`config.mk`:
```
export PLATFORM = sky130hd
export DESIGN_NAME = clb_ecb_ctrl
export DESIGN_NICKNAME = d
export VERILOG_FILES = /design/src/rtl/clb_pkg.sv /design/src/rtl/clb_blk_buf.sv /design/src/rtl/clb_ecb_ctrl.sv
export SDC_FILE = /design/constraint.sdc
export NUM_CORES = 1
export LEC_CHECK = 0
export CAP_MARGIN = 20
export CELL_PAD_IN_SITES_DETAIL_PLACEMENT = 1
export CELL_PAD_IN_SITES_GLOBAL_PLACEMENT = 2
export CORE_AREA = 2 2 312 314
export CTS_BUF_LIST = sky130_fd_sc_hd__clkbuf_8
export DETAILED_ROUTE_END_ITERATION = 12
export DIE_AREA = 0 0 314 316
export GPL_ROUTABILITY_DRIVEN = 0
export PLACE_DENSITY_LB_ADDON = 0.1
export SYNTH_ARGS = -nofsm -noshare
export SYNTH_HDL_FRONTEND = slang
export SYNTH_SLANG_ARGS = --single-unit
export TNS_END_PERCENT = 30
```
`constraint.sdc`:
```
create_clock -name clk -period 70.2 [get_ports clk]
set_clock_uncertainty 0.15 [all_clocks]
set_input_delay 10.53 -clock clk [delete_from_list [all_inputs] [get_ports clk]]
set_output_delay 10.53 -clock clk [all_outputs]
set_load 0.01 [all_outputs]
```
`src/rtl/clb_pkg.sv`:
```
// Shared widths, FSM encodings and the operand record for the uLBC-128 ECB stream controller.
package clb_pkg;
  localparam int BLK_W  = 128;
  localparam int KEY_W  = 128;
  localparam int ROUNDS = 24;

  typedef logic [1:0] clb_state_t;
  localparam clb_state_t ST_IDLE = 2'd0;
  localparam clb_state_t ST_LOAD = 2'd1;
  localparam clb_state_t ST_RUN  = 2'd2;
  localparam clb_state_t ST_HOLD = 2'd3;

  typedef struct packed {
    logic [BLK_W-1:0] block;
    logic [KEY_W-1:0] key;
  } clb_op_t;
endpackage

```
`src/rtl/clb_blk_buf.sv`:
```
// One-entry valid/ready holding register; a pop and a fill on the same edge keep the new data.
module clb_blk_buf #(
  parameter int W = 256
) (
  input  logic         clk,
  input  logic         rst,
  input  logic         wr_valid,
  output logic         wr_ready,
  input  logic [W-1:0] wr_data,
  output logic         rd_valid,
  output logic [W-1:0] rd_data,
  input  logic         rd_pop
);
  logic fill;

  assign wr_ready = !rd_valid;
  assign fill     = wr_valid && wr_ready;

  // NOTE: non-blocking assignments for all flops so every register samples pre-edge values.
  always_ff @(posedge clk or posedge rst) begin
    if (rst) begin
      rd_valid <= 1'b0;
      // NOTE: the data register is reset too, so a cleared buffer never exposes a stale block.
      rd_data  <= '0;
    end else begin
      rd_valid <= fill || (rd_valid && !rd_pop);
      if (fill) rd_data <= wr_data;
    end
  end
endmodule

```
`src/rtl/clb_ecb_ctrl.sv`:
```
// Stream controller around the uLBC-128 ECB core: input prefetch buffer, core load/run
// sequencing with a done-strobe watchdog, and a back-pressured ciphertext register.
module clb_ecb_ctrl
  import clb_pkg::*;
#(
  parameter int ROUNDS    = clb_pkg::ROUNDS,
  parameter int TMO_SLACK = 4,
  parameter int CNT_W     = 16
) (
  input  logic             clk,
  input  logic             rst,
  input  logic             in_valid,
  output logic             in_ready,
  input  logic [BLK_W-1:0] in_block,
  input  logic [KEY_W-1:0] in_key,
  output logic             core_rst_n,
  output logic [BLK_W-1:0] core_textin,
  output logic [KEY_W-1:0] core_key,
  input  logic [BLK_W-1:0] core_textout,
  input  logic             core_enable,
  output logic             out_valid,
  input  logic             out_ready,
  output logic [BLK_W-1:0] out_block,
  output logic             busy,
  output logic             err,
  output logic [CNT_W-1:0] blk_cnt
);
  localparam int WD_LIM = ROUNDS + TMO_SLACK;
  localparam int WD_W   = $clog2(WD_LIM + 1);

  clb_state_t      st, st_nxt;
  clb_op_t         in_op, buf_q, op_q;
  logic            buf_full, buf_pop, in_fire, next_ready, capture, wd_fire;
  logic [WD_W-1:0] wd;

  assign in_op = '{block: in_block, key: in_key};

  clb_blk_buf #(.W($bits(clb_op_t))) u_in_buf (
    .clk      (clk),
    .rst      (rst),
    .wr_valid (in_valid),
    .wr_ready (in_ready),
    .wr_data  (in_op),
    .rd_valid (buf_full),
    .rd_data  (buf_q),
    .rd_pop   (buf_pop)
  );

  assign in_fire    = in_valid && in_ready;
  assign buf_pop    = (st == ST_LOAD);
  // A block arriving on this very edge counts as a waiting block.
  assign next_ready = buf_full || in_fire;
  assign capture    = core_enable && (st == ST_RUN || st == ST_HOLD) && (!out_valid || out_ready);
  assign wd_fire    = (st == ST_RUN) && !core_enable && (wd == WD_W'(WD_LIM - 1));

  // NOTE: st_nxt gets a default first so no path through the case infers a latch.
  always_comb begin
    st_nxt = st;
    case (st)
      ST_IDLE: if (next_ready) st_nxt = ST_LOAD;
      ST_LOAD: st_nxt = ST_RUN;
      default: begin
        if (capture)          st_nxt = next_ready ? ST_LOAD : ST_IDLE;
        else if (core_enable) st_nxt = ST_HOLD;
        else if (wd_fire)     st_nxt = ST_IDLE;
      end
    endcase
  end

  always_ff @(posedge clk or posedge rst) begin
    if (rst) begin
      st         <= ST_IDLE;
      wd         <= '0;
      core_rst_n <= 1'b0;
      op_q       <= '0;
      out_valid  <= 1'b0;
      out_block  <= '0;
      err        <= 1'b0;
      blk_cnt    <= '0;
    end else begin
      st         <= st_nxt;
      core_rst_n <= (st_nxt == ST_RUN) || (st_nxt == ST_HOLD);
      wd         <= (st == ST_RUN && st_nxt == ST_RUN) ? wd + WD_W'(1) : '0;
      // Operands are latched on entry to LOAD and stay put while the buffer prefetches.
      if (st_nxt == ST_LOAD && st != ST_LOAD) op_q <= buf_full ? buf_q : in_op;
      if (capture) begin
        out_valid <= 1'b1;
        out_block <= core_textout;
        blk_cnt   <= blk_cnt + CNT_W'(1);
      end else if (out_ready) begin
        out_valid <= 1'b0;
      end
      if (wd_fire) err <= 1'b1;
    end
  end

  assign core_textin = op_q.block;
  assign core_key    = op_q.key;
  assign busy        = (st != ST_IDLE);
endmodule

```
==> results.tsv <==
stage	metric	value	unit
status	status	complete, no violations	
setup_path	path_cells	clkdlybuf4s50_1, inv_8, buf_12, buf_4, buf_4, buf_4, buf_4	
drt	via_per_inst	4.55	
setup_path	crit_top_cell	buf_4	
drt	drc	0	
hold_path	min_path_type	register to register	
synthesis	yosys_warnings	0	
cells_and_area	finalInstanceArea	0.0396	mm^2
power	clockPowerShare	19.7	%
cells_and_area	nets	3246	
sta	finalSetupViolations	0	
die	die_w	314	um
drt	top_layer	met5	
global_route	antenna_found_initial	29	
hold_path	hold_end	out_block[86]$_DFFE_PP0P_	
drt	postRouteAntennaNets	0	
job	cap_viol_max_count	0	
die	ios	794	
synthesis	seq_area_frac_synth	59.8	%
die	die_h	316	um
drt	vias	19263	
placed_design	dpl_worst_slack	54.23	ns
clock_tree	cts_setup_buffers	0	
power	p_leak	17.0	nW
setup_path	critPathTopFamily	buffers and inverters	
sta	tns	0	ns
cells_and_area	final_cells	4229	
setup_path	cp-end-kind	async pin	
power	p_sw_share	32.9	%
setup_path	cp.required	70.87	ns
clock_tree	insertion_delay	0.79	ns
drt	met3_length	8610	um
synthesis	syn-num-nets	2412	
drt	drtIter0Drc	555	
clock_tree	h-tree-depth	4	
global_route	grt_max_degree	150	
sta	final_hold_viol_count	0	
clock_tree	clock-sinks	667	
setup_path	cp_slowest_stage_delay	0.81	ns
power	seqPwrFrac	36.4	%
synthesis	ys_ff_latch	667	
clock_tree	clockRootBuffer	clkbuf_8	
global_route	grt_pass1_wl	141000	um
power	ir_drop	0.0000179	V
synthesis	ys_types	30	
placed_design	dp.cells	3997	
clock_tree	cts_buffers	130	
synthesis	postSynthAreaPerCell	13.8	um^2
synthesis	synthFlopType	dfrtp_1	
setup_path	worstSetupStartpointType	input pin	
placed_design	placed_area	0.0371	mm^2
die	row_count	114	
global_route	grt_overflow	0	
placed_design	io_buffers	793	
setup_path	reg2reg_depth	8	
placed_design	dp_hpwl	67500	um
sta	layout_min_cycle_time	14.89	ns
sta	fmax	0.0672	GHz
power	power_switching	0.619	mW
power	internal_power	1.26	mW
clock_tree	postCtsHoldBufs	0	
die	dieArea	0.0992	mm^2
clock_tree	clk_path_buf_depth	3	
synthesis	syn_area	0.0279	mm^2
cells_and_area	fin_util	41.3	%
sta	period_share	21.2	%
sta	hold_slack	0.321	ns
setup_path	crit_buf_inv	7	
drt	drt_pass1_iterations	4	
drt	wl_met2	48800	um
setup_path	worstReg2RegEnd	core_textin[6]$_DFFE_PP0P_	
die	core-area	0.0960	mm^2
power	power.density	47.5	mW/mm^2
synthesis	synth_edf_count	0	
sta	slew_headroom	29.2	%
setup_path	worstPathMaxFanout	149	
setup_path	r2r-start	wd[0]$_DFF_PP0_	
global_route	globalRouteTotalUtil	19.0	%
synthesis	synthCells	2021	
global_route	grt_pass1_vias	21927	
power	p_total	1.88	mW
drt	routed_wl	94900	um
drt	m1WireLength	33900	um
clock_tree	tritoncts	done	
sta	finalMaxSlewViolations	0	
setup_path	cp_slowest_cell	buf_4	
hold_path	whs_path_depth	2	
cells_and_area	seq_area	0.0167	mm^2
cells_and_area	area_delta_synth_final	41.9	%
power	combPwrFrac	43.9	%
setup_path	r2r_slack	65.43	ns
synthesis	async_reset_ff_share	100	%
drt	wl_per_cell	22.4	um
cells_and_area	multi_input_area	0.0107	mm^2
cells_and_area	drive_gt1_share	32.3	%
die	start_util	29.1	%
sta	worst_pin_slew	1.06	ns
hold_path	hold_path_startpoint	out_block[86]$_DFFE_PP0P_	
setup_path	cp.arrival	15.56	ns
sta	rsz0062_at_grt	no	
clock_tree	clkTransAtPathRegs	0.06	ns
cells_and_area	n_fill_cell	9971	
clock_tree	cts_resized	0	
sta	setup_slack	55.31	ns
setup_path	crit_type	input pin to async pin	
cell families (layout without fill, tap and decap cells):
family                     after synthesis  count (layout)  synth area share (%)
muxes                                  768             768                  31.0
DFF                                    667             667                  59.8
and+or+nand+nor                        440             440                  6.27
buffers and inverters                  122            1041                  2.21
xor gates and xnor gates                18              18                 0.565
AOI/OAI and AO/OA                        4               4                 0.134
adders and majority gates                2               2                0.0896
other                                    0              13                     0
power by group through the flow:
stage	Clock (mW)	Sequential, mW	Combinational [mW]
after global placement	0	0.683	0.821
after floorplan	0	0.722	0.407
after global routing	0.407	0.716	0.891
after CTS	0.390	0.690	0.846
after detailed placement	0	0.694	0.843
final	0.370	0.686	0.827
cell type report:
type / instances / area share (%)
Antenna cell: 13 / 0.0821
Clock buffer: 153 / 5.31
Clock inverter: 64 / 0.830
Inverter: 6 / 0.0758
Multi-Input combinational cell: 1232 / 26.9
Sequential cell: 667 / 42.1
Tap cell: 1276 / 4.03
Timing Repair Buffer: 818 / 20.6
synth_stat cells, drive strengths merged (4+ instances only):
| cell type | n | area share [%] |
|---|---|---|
| mux2 | 768 | 31 |
| dfrtp | 667 | 60 |
| nand2 | 396 | 5.3 |
| clkbuf | 86 | 1.2 |
| buf | 30 | 0.97 |
| nor3 | 11 | 0.20 |
| xor2 | 11 | 0.34 |
| nand3 | 7 | 0.13 |
| xnor2 | 7 | 0.22 |
| inv | 6 | 0.081 |
| nand4 | 5 | 0.11 |
| nor4 | 4 | 0.090 |
how the worst max path moves through the flow:
stage,from,endpoint,slack (ns),cells after the start
after floorplan,rst,blk_cnt[0]$_DFFE_PP0P_,40.83,1
after global placement,rst,core_textin[55]$_DFFE_PP0P_,54.36,7
after detailed placement,rst,u_in_buf.rd_data[185]$_DFFE_PP0P_,54.23,7
after CTS,rst,core_textin[71]$_DFFE_PP0P_,55.14,7
after global routing,rst,core_textin[4]$_DFFE_PP0P_,54.61,7
final,rst,core_textin[4]$_DFFE_PP0P_,55.31,7
flip-flops by register name, indices dropped and copies added, names as in the netlist:
name / flops
out_valid: 1
wd: 5
st: 2
u_in_buf.rd_data: 256
core_rst_n: 1
u_in_buf.rd_valid: 1
core_textin: 128
out_block: 128
blk_cnt: 16
core_key: 128
err: 1
worst register-to-register path: stages, from the launching register on:
cell and delay (ns):
dfrtp_1 0.39, ha_1 0.23, nand4b_1 0.12, or4b_4 0.55, a32oi_4 0.24, buf_4 0.75, buf_4 0.86, buf_4 0.90
mux2_2 0.47
cells in the final DEF, fill, tap and decap left out, drive strengths merged:
master           n
o21a             1
nand4            5
clkdlybuf4s50  793
nor2             3
a32oi            1
dfrtp          667
diode           13
bufinv           1
or4b             1
mux2           768
clkinvlp         9
a21oi            1
and4             1
clkinv           7
nor3            11
nand3b           1
xor2            11
nor2b            3
nand3            7
nand2b           2
xnor2            7
ha               2
clkbuf         153
inv             53
and3             3
nand2          396
nor4b            1
nand4b           2
buf             25
a211o            1
nor4             4
per-layer routing:
layer,track usage [%],vias up
li1,-,8627
met3,8.62,202
met2,33.2,586
met5,0,-
met4,8.51,36
met1,19.6,9812
(Power assumes the default switching activity.)
